`config.mk`:
```
export PLATFORM = sky130hd
export DESIGN_NAME = exe_mdu_flat
export DESIGN_NICKNAME = d
export VERILOG_FILES = /design/src/rtl/exe_mdu_pkg.sv /design/src/rtl/exe_mdu_if.sv /design/src/rtl/exe_mdu_div_core.sv /design/src/rtl/exe_mdu.sv /design/src/flat_wrapper.sv
export SDC_FILE = /design/constraint.sdc
export NUM_CORES = 1
export LEC_CHECK = 0
export ABC_CLOCK_PERIOD_IN_PS = 3850
export CAP_MARGIN = 0
export CORE_AREA = 2 2 137 139
export DETAILED_ROUTE_END_ITERATION = 10
export DIE_AREA = 0 0 139 141
export GPL_TIMING_DRIVEN = 0
export PLACE_DENSITY = 0.85
export REMOVE_ABC_BUFFERS = 1
export SYNTH_ARGS = -nofsm -noshare
export SYNTH_HDL_FRONTEND = slang
export SYNTH_SLANG_ARGS = --single-unit
```
`constraint.sdc`:
```
create_clock -name clk -period 3.85 [get_ports clk]
set_input_delay 0.77 -clock clk [delete_from_list [all_inputs] [get_ports clk]]
set_output_delay 0.77 -clock clk [all_outputs]
set_load 0.05 [all_outputs]
```
`src/rtl/exe_mdu_pkg.sv`:
```
// exe_mdu_pkg: shared widths, funct3 encodings and FSM state type for the
// RV32M multiply/divide unit. Define MDU_DIV_EN to build the divider path.
package exe_mdu_pkg;

  localparam int DATA_WIDTH     = 32;
  localparam int REG_ADDR_WIDTH = 5;
  localparam int MDU_CNT_WIDTH  = 6;

  typedef enum logic [2:0] {
    MDU_MUL    = 3'b000,
    MDU_MULH   = 3'b001,
    MDU_MULHSU = 3'b010,
    MDU_MULHU  = 3'b011,
    MDU_DIV    = 3'b100,
    MDU_DIVU   = 3'b101,
    MDU_REM    = 3'b110,
    MDU_REMU   = 3'b111
  } type_mdu_funct3;

  typedef enum logic [1:0] {
    IDLE = 2'd0,
    CALC = 2'd1,
    FIX  = 2'd2,
    DONE = 2'd3
  } type_mdu_state;

endpackage

```
`src/rtl/exe_mdu_if.sv`:
```
// exe_mdu_if: ID/EX-side request fields and MDU status/result bundle.
// master = pipeline side driving the op, slave = the MDU.
interface exe_mdu_if import exe_mdu_pkg::*; ();
  logic                      start;
  logic [2:0]                funct3;
  logic [DATA_WIDTH-1:0]     rs1_val;
  logic [DATA_WIDTH-1:0]     rs2_val;
  logic [REG_ADDR_WIDTH-1:0] rd_in;
  logic                      flush;
  logic                      stall_req;
  logic                      busy;
  logic                      done;
  logic [DATA_WIDTH-1:0]     result;
  logic [REG_ADDR_WIDTH-1:0] rd_out;

  modport master (
    output start, funct3, rs1_val, rs2_val, rd_in, flush,
    input  stall_req, busy, done, result, rd_out
  );

  modport slave (
    input  start, funct3, rs1_val, rs2_val, rd_in, flush,
    output stall_req, busy, done, result, rd_out
  );
endinterface

```
`src/rtl/exe_mdu_div_core.sv`:
```
// mdu_div_core: unsigned restoring divider, one quotient bit per i_step.
// Operands are magnitudes; sign fix-up is done by the caller.
module mdu_div_core import exe_mdu_pkg::*; (
  input  logic                  clk,
  input  logic                  rst,
  input  logic                  i_load,
  input  logic                  i_step,
  input  logic [DATA_WIDTH-1:0] i_dividend,
  input  logic [DATA_WIDTH-1:0] i_divisor,
  output logic [DATA_WIDTH-1:0] o_quotient,
  output logic [DATA_WIDTH-1:0] o_remainder
);
  logic [DATA_WIDTH-1:0] r_rem;
  logic [DATA_WIDTH-1:0] r_quo;
  logic [DATA_WIDTH-1:0] r_div;
  logic [DATA_WIDTH:0]   w_shift;
  logic                  w_ge;
  logic [DATA_WIDTH-1:0] w_rem_next;

  // Trial subtract: the true difference always fits in DATA_WIDTH bits when
  // w_ge holds, so modular low-half subtraction is exact.
  always_comb begin
    w_shift    = {r_rem, r_quo[DATA_WIDTH-1]};
    w_ge       = (w_shift >= {1'b0, r_div});
    w_rem_next = w_ge ? (w_shift[DATA_WIDTH-1:0] - r_div) : w_shift[DATA_WIDTH-1:0];
  end

  // Load operands on accept, then shift one dividend bit in per step.
  always_ff @(posedge clk) begin
    if (rst) begin
      r_rem <= '0;
      r_quo <= '0;
      r_div <= '0;
    end else if (i_load) begin
      r_rem <= '0;
      r_quo <= i_dividend;
      r_div <= i_divisor;
    end else if (i_step) begin
      r_rem <= w_rem_next;
      r_quo <= {r_quo[DATA_WIDTH-2:0], w_ge};
    end
  end

  assign o_quotient  = r_quo;
  assign o_remainder = r_rem;
endmodule

```
`src/rtl/exe_mdu.sv`:
```
// exe_mdu: iterative RV32M multiply/divide unit for the EXE stage.
// Build option: MDU_DIV_EN enables the divider; without it funct3 1xx
// completes in one cycle with result 0.
module exe_mdu import exe_mdu_pkg::*; (
  input  logic        clk,
  input  logic        rst,
  exe_mdu_if.slave    io_mdu
);
  type_mdu_state             r_state, w_state_next;
  logic [2:0]                r_funct3;
  logic [REG_ADDR_WIDTH-1:0] r_rd, r_rd_out;
  logic [DATA_WIDTH-1:0]     r_result, r_mcand;
  logic [MDU_CNT_WIDTH-1:0]  r_cnt;
  logic [2*DATA_WIDTH-1:0]   r_acc;
  logic                      r_neg_prod;
  logic                      w_accept, w_s1_neg, w_s2_neg, w_special;
  logic [DATA_WIDTH-1:0]     w_mag1, w_mag2, w_special_val, w_fix_val;
  logic [DATA_WIDTH:0]       w_sum;
  logic [2*DATA_WIDTH-1:0]   w_acc_step, w_prod;

  assign w_accept = (r_state == IDLE) && io_mdu.start && !io_mdu.flush;

  // Operand sign flags and magnitudes for the incoming op.
  always_comb begin
    w_s1_neg = io_mdu.rs1_val[DATA_WIDTH-1] && (io_mdu.funct3 != MDU_MULHU) &&
               (io_mdu.funct3 != MDU_DIVU) && (io_mdu.funct3 != MDU_REMU);
    w_s2_neg = io_mdu.rs2_val[DATA_WIDTH-1] &&
               ((io_mdu.funct3 == MDU_MUL) || (io_mdu.funct3 == MDU_MULH) ||
                (io_mdu.funct3 == MDU_DIV) || (io_mdu.funct3 == MDU_REM));
    w_mag1 = w_s1_neg ? -io_mdu.rs1_val : io_mdu.rs1_val;
    w_mag2 = w_s2_neg ? -io_mdu.rs2_val : io_mdu.rs2_val;
  end

`ifdef MDU_DIV_EN
  logic                  r_neg_rem;
  logic [DATA_WIDTH-1:0] w_quo, w_rem;
  logic                  w_div0, w_ovf;

  mdu_div_core u_div (
    .clk         (clk),
    .rst         (rst),
    .i_load      (w_accept && io_mdu.funct3[2]),
    .i_step      ((r_state == CALC) && r_funct3[2]),
    .i_dividend  (w_mag1),
    .i_divisor   (w_mag2),
    .o_quotient  (w_quo),
    .o_remainder (w_rem)
  );

  // Divide-by-zero and signed overflow bypass the iteration entirely.
  always_comb begin
    w_div0    = (io_mdu.rs2_val == '0);
    w_ovf     = ((io_mdu.funct3 == MDU_DIV) || (io_mdu.funct3 == MDU_REM)) &&
                (io_mdu.rs1_val == {1'b1, {(DATA_WIDTH-1){1'b0}}}) && (&io_mdu.rs2_val);
    w_special = io_mdu.funct3[2] && (w_div0 || w_ovf);
    if (w_div0)
      w_special_val = io_mdu.funct3[1] ? io_mdu.rs1_val : '1;
    else
      w_special_val = io_mdu.funct3[1] ? '0 : {1'b1, {(DATA_WIDTH-1){1'b0}}};
  end
`else
  // Divide ops are not supported in this build: finish at once with zero.
  always_comb begin
    w_special     = io_mdu.funct3[2];
    w_special_val = '0;
  end
`endif

  // One shift-add multiply step: conditionally add multiplicand to high half.
  always_comb begin
    w_sum      = {1'b0, r_acc[2*DATA_WIDTH-1:DATA_WIDTH]} + (r_acc[0] ? {1'b0, r_mcand} : '0);
    w_acc_step = {w_sum, r_acc[DATA_WIDTH-1:1]};
    w_prod     = r_neg_prod ? -r_acc : r_acc;
  end

  // Sign correction and half/quotient/remainder selection for FIX.
  always_comb begin
    w_fix_val = '0;
    case (r_funct3)
      MDU_MUL:                         w_fix_val = w_prod[DATA_WIDTH-1:0];
      MDU_MULH, MDU_MULHSU, MDU_MULHU: w_fix_val = w_prod[2*DATA_WIDTH-1:DATA_WIDTH];
`ifdef MDU_DIV_EN
      MDU_DIV, MDU_DIVU:               w_fix_val = r_neg_prod ? -w_quo : w_quo;
      MDU_REM, MDU_REMU:               w_fix_val = r_neg_rem ? -w_rem : w_rem;
`endif
      default:                         w_fix_val = '0;
    endcase
  end

  // State register.
  always_ff @(posedge clk) begin
    if (rst) r_state <= IDLE;
    else     r_state <= w_state_next;
  end

  // Next-state logic; flush overrides everything.
  always_comb begin
    w_state_next = r_state;
    if (io_mdu.flush) begin
      w_state_next = IDLE;
    end else begin
      case (r_state)
        IDLE:    if (io_mdu.start) w_state_next = w_special ? DONE : CALC;
        CALC:    if (r_cnt == MDU_CNT_WIDTH'(1)) w_state_next = FIX;
        FIX:     w_state_next = DONE;
        DONE:    w_state_next = IDLE;
        default: w_state_next = IDLE;
      endcase
    end
  end

  // Status outputs decoded from state.
  always_comb begin
    io_mdu.stall_req = w_accept || (r_state == CALC) || (r_state == FIX);
    io_mdu.busy      = (r_state == CALC) || (r_state == FIX);
    io_mdu.done      = (r_state == DONE) && !io_mdu.flush;
    io_mdu.result    = r_result;
    io_mdu.rd_out    = r_rd_out;
  end

  // Datapath: capture on accept, iterate in CALC, publish in FIX.
  always_ff @(posedge clk) begin
    if (rst) begin
      r_funct3   <= '0;
      r_rd       <= '0;
      r_rd_out   <= '0;
      r_result   <= '0;
      r_mcand    <= '0;
      r_cnt      <= '0;
      r_acc      <= '0;
      r_neg_prod <= 1'b0;
`ifdef MDU_DIV_EN
      r_neg_rem  <= 1'b0;
`endif
    end else begin
      if (w_accept) begin
        r_funct3   <= io_mdu.funct3;
        r_rd       <= io_mdu.rd_in;
        r_mcand    <= w_mag1;
        r_acc      <= {{DATA_WIDTH{1'b0}}, w_mag2};
        r_cnt      <= MDU_CNT_WIDTH'(DATA_WIDTH);
        r_neg_prod <= w_s1_neg ^ w_s2_neg;
`ifdef MDU_DIV_EN
        r_neg_rem  <= w_s1_neg;
`endif
        if (w_special) begin
          r_result <= w_special_val;
          r_rd_out <= io_mdu.rd_in;
        end
      end else if (r_state == CALC) begin
        r_cnt <= r_cnt - MDU_CNT_WIDTH'(1);
        r_acc <= w_acc_step;
      end else if ((r_state == FIX) && !io_mdu.flush) begin
        r_result <= w_fix_val;
        r_rd_out <= r_rd;
      end
    end
  end
endmodule

```
`src/flat_wrapper.sv`:
```
// flat-port wrapper written by rule: the top's interface ports become plain ports
module exe_mdu_flat import exe_mdu_pkg::*;
  (clk, rst, io_mdu_start, io_mdu_funct3, io_mdu_rs1_val, io_mdu_rs2_val, io_mdu_rd_in, io_mdu_flush, io_mdu_stall_req, io_mdu_busy, io_mdu_done, io_mdu_result, io_mdu_rd_out);
  exe_mdu_if io_mdu_i ();
  input  logic clk;
  input  logic rst;
  input wire logic [$bits(io_mdu_i.start)-1:0] io_mdu_start;
  input wire logic [$bits(io_mdu_i.funct3)-1:0] io_mdu_funct3;
  input wire logic [$bits(io_mdu_i.rs1_val)-1:0] io_mdu_rs1_val;
  input wire logic [$bits(io_mdu_i.rs2_val)-1:0] io_mdu_rs2_val;
  input wire logic [$bits(io_mdu_i.rd_in)-1:0] io_mdu_rd_in;
  input wire logic [$bits(io_mdu_i.flush)-1:0] io_mdu_flush;
  output wire logic [$bits(io_mdu_i.stall_req)-1:0] io_mdu_stall_req;
  output wire logic [$bits(io_mdu_i.busy)-1:0] io_mdu_busy;
  output wire logic [$bits(io_mdu_i.done)-1:0] io_mdu_done;
  output wire logic [$bits(io_mdu_i.result)-1:0] io_mdu_result;
  output wire logic [$bits(io_mdu_i.rd_out)-1:0] io_mdu_rd_out;
  assign io_mdu_i.start = io_mdu_start;
  assign io_mdu_i.funct3 = io_mdu_funct3;
  assign io_mdu_i.rs1_val = io_mdu_rs1_val;
  assign io_mdu_i.rs2_val = io_mdu_rs2_val;
  assign io_mdu_i.rd_in = io_mdu_rd_in;
  assign io_mdu_i.flush = io_mdu_flush;
  assign io_mdu_stall_req = io_mdu_i.stall_req;
  assign io_mdu_busy = io_mdu_i.busy;
  assign io_mdu_done = io_mdu_i.done;
  assign io_mdu_result = io_mdu_i.result;
  assign io_mdu_rd_out = io_mdu_i.rd_out;
  exe_mdu u_core (.clk(clk), .rst(rst), .io_mdu(io_mdu_i));
endmodule
```
==> out/summary.txt <==
Result of the run: finished clean
Static Leak: 4.50 nW
Count of final max-slew check failures: 0
I/O Buffers: 115
Core region area: 0.0183 mm2
Share of synthesized area occupied by flip-flops and latches: 0.290
Cell area after layout: 0.0124 mm2
Top cells by area in the synthesized netlist: dfxtp_1 29%, mux2i_1 6.0%, xnor2_1 5.6%
Areal power density over the cells: 368 mW/mm2
Horizontal die dimension: 139 um
Remaining number of nets flagged by the antenna check after routing: 0
Clock tree from TritonCTS: yes
Largest net degree at the start of global routing: 81
Diode insertion count for antenna repair: 0
Period minus WS final: 3.54 ns
Number of antenna violations at the first check in global routing: 0
Routed wire length: 27900 um
Basic-gate share of the synthesized area counting and, or, nand and nor cells: 0.212
Cell type contributing the most total cell area after synthesis: dfxtp_1
Crit path kind: register to register
Worst Skew: 0.00914 ns
Average wire length per cell after detail routing: 17.4 um
Number of global-route vias before repair: 9424
Post-synth ARST share: 0
Instance area after placement: 0.0116 mm2
Number of enable-type register cells in the synthesized netlist: 0
Number of synthesized register bits: 150
Most used flip-flop cell after synthesis: dfxtp_1
Total negative slack for setup checks: 0 ns
Number of hold-repair buffers added at the cts stage: 0
Effective utilization at floorplan: 0.566
Number of clock buffers inserted by TritonCTS: 17
Final clock period utilization by the worst path: 0.919
Setup crit end kind: register
Post-synthesis cell area: 0.0103 mm2
Number of nets in the layout: 1482
Number of primary I/O pins: 116
Clock tree root buffer cell: clkbuf_16
Synthesized-area fraction occupied by adder cells: 0.0540
Final Core Density: 0.678
Area growth from synthesis to layout: 19.8%
Fraction of final layout cells with drive strength greater than 1: 0.0575
Max-cap check violation count: 0
Number of distinct standard cells referenced by the synthesized netlist: 64
Most repeated cell in the gate-level netlist after synthesis: dfxtp_1
Critical Path Source Type: register
Vias per Instance: 6.22
Clock sink count: 150
Wire length of the first global-routing pass: 46100 um
Drt first pass iters: 5
# setup viols final: 0
Post-Synthesis Cells: 1290
Share of the synthesized area in the top cell type: 0.290
Count of warnings emitted by yosys: 0
Worst max-slew margin expressed relative to the limit: 0.355
Grt total ovfl: 0
Number of hold violations in the final report: 0
Total via count in the routed design: 10000
Maximum operating frequency: 283 MHz
Max FO, Critical Path: 37
Total routing usage reported by global routing: 0.282
Worst-case clock buffer depth: 2
Row count: 50
Maximum ir drop on the vdd rail: 332 uV
Placer Congestion: 0.961
Die area: 0.0196 mm2
Parity-gate share of the synthesized area counting xor and xnor cells: 0.109
Vert. Die Dim: 141 um
Share of the synthesized area in compound gates (AO/OA/AOI/OAI): 0.236
Actual slew at the worst max-slew pin: 0.963 ns
Average size of a mapped cell: 8.01 um2
Clock latency at the later pin of the worst-skew pair: 0.43 ns
Kind of path behind the tightest hold check: register to register
Min setup slack post-route: 0.312 ns
Violation count after the first detailed-route iteration: 999
HPWL after detailed placement: 19500 um
Dominant combinational cell family by area after synthesis: compound AO/OA/AOI/OAI gates
Setup repair after global routing missed its margin: false
Clock transition at the registers of the reported paths: 0.06 ns
Synth top cells by count: 150 x dfxtp_1, 137 x nor2_1, 88 x nand2_1
Arr. time, crit path: 3.86 ns
Number of H-tree branching levels: 4
Pre-CTS worst setup slack: -0.766 ns
DR DRC count: 0
Multiplexer fraction of the synthesized cell area: 0.0611
Worst endpoint required time: 4.17 ns
-- timing repair --
item                       4_1_cts  5_1_grt
setup endpoints to repair       28       29
buffers inserted                 0       10
resized for setup                2        3
pin swaps                        0        1
-- final timing paths --
kind                                                       startpoint  depth (start not counted)                                     to  slack, ns
worst min-delay path            u_core.io_mdu.result[26]$_SDFFE_PP0P_                          2  u_core.io_mdu.result[26]$_SDFFE_PP0P_       0.45
worst min register to register  u_core.io_mdu.result[26]$_SDFFE_PP0P_                          2  u_core.io_mdu.result[26]$_SDFFE_PP0P_       0.45
worst max-delay path                     u_core.r_acc[0]$_SDFFE_PP0P_                         10          u_core.r_acc[60]$_SDFFE_PP0P_       0.31
worst max register to register           u_core.r_acc[0]$_SDFFE_PP0P_                         10          u_core.r_acc[60]$_SDFFE_PP0P_       0.31
-- area by class of cell --
| type | count | area [um2] |
|---|---|---|
| clock buffer | 18 | 439 |
| multi-input combinational | 1039 | 7000 |
| sequential | 150 | 3010 |
| tap | 234 | 293 |
| timing repair buffer | 131 | 1330 |
| clock inverter | 14 | 223 |
| fill | 1481 | 5890 |
| inverter | 23 | 86.3 |
-- metal layers --
metal,vias up,global-route usage,wire (um)
met3,77,0.0513,1780
li1,4899,-,-
met4,0,0.130,892
met2,399,0.461,12800
met5,-,0,0
met1,4632,0.363,12400
-- state kept, by name, indices dropped and copies added, names as in the netlist --
| register | flops |
|---|---|
| u_core.r_acc | 64 |
| u_core.io_mdu.result | 32 |
| u_core.r_mcand | 32 |
| u_core.r_cnt | 6 |
| u_core.io_mdu.rd_out | 5 |
| u_core.r_rd | 5 |
| u_core.r_funct3 | 3 |
| u_core.r_state | 2 |
| u_core.r_neg_prod | 1 |
-- cell families (layout without fill, tap and decap cells) --
logic type / Yosys count / in the layout
AND/OR/NAND/NOR: 440 / 440
AO/OA/AOI/OAI: 363 / 363
flip-flops: 150 / 150
XOR/XNOR: 129 / 129
buffers and inverters: 101 / 186
multiplexers: 63 / 63
adder cells (fa/ha/maj): 44 / 44
-- through the flow --
stage	instances	hold WS, ns	power, mW
3_3_place_gp	1561	0.425	2.65
2_1_floorplan	1212	0.417	2.35
5_1_grt	1609	0.485	4.73
6_report	1609	0.454	4.56
3_5_place_dp	1567	0.445	2.68
4_1_cts	1599	0.453	4.54
-- cells in the final DEF (no fill, tap or decap), types with 26 or more instances in the layout --
| cell | instances |
|---|---|
| xnor2_1 | 66 |
| nor2_1 | 134 |
| clkdlybuf4s50_1 | 114 |
| a22oi_1 | 26 |
| o21ai_0 | 77 |
| and2_1 | 39 |
| ha_1 | 42 |
| dfxtp_1 | 148 |
| a21oi_1 | 56 |
| o31ai_1 | 33 |
| a211oi_1 | 56 |
| xor2_1 | 63 |
| mux2i_1 | 62 |
| nor3_1 | 34 |
| nand2_1 | 88 |
| nand3_1 | 26 |
-- report_power, final --
| group | leakage [nW] | total [mW] | switching (mW) | internal [mW] |
|---|---|---|---|---|
| Clock | 0.306 | 1.87 | 0.699 | 1.17 |
| Sequential | 1.22 | 1.74 | 0.106 | 1.64 |
| Combinational | 2.97 | 0.941 | 0.545 | 0.396 |
-- critical path, stage by stage, from the launching register on --
cell       delay (ns)
dfxtp_2          0.68
and2_1           0.25
ha_1             0.29
and2_1           0.17
a2111oi_1        0.58
or2_2            0.24
o2bb2ai_1        0.09
o21ai_0          0.41
o21ai_0          0.23
mux2i_1          0.16
a311o_1          0.31
No activity file was read; power rests on OpenSTA's default activity.
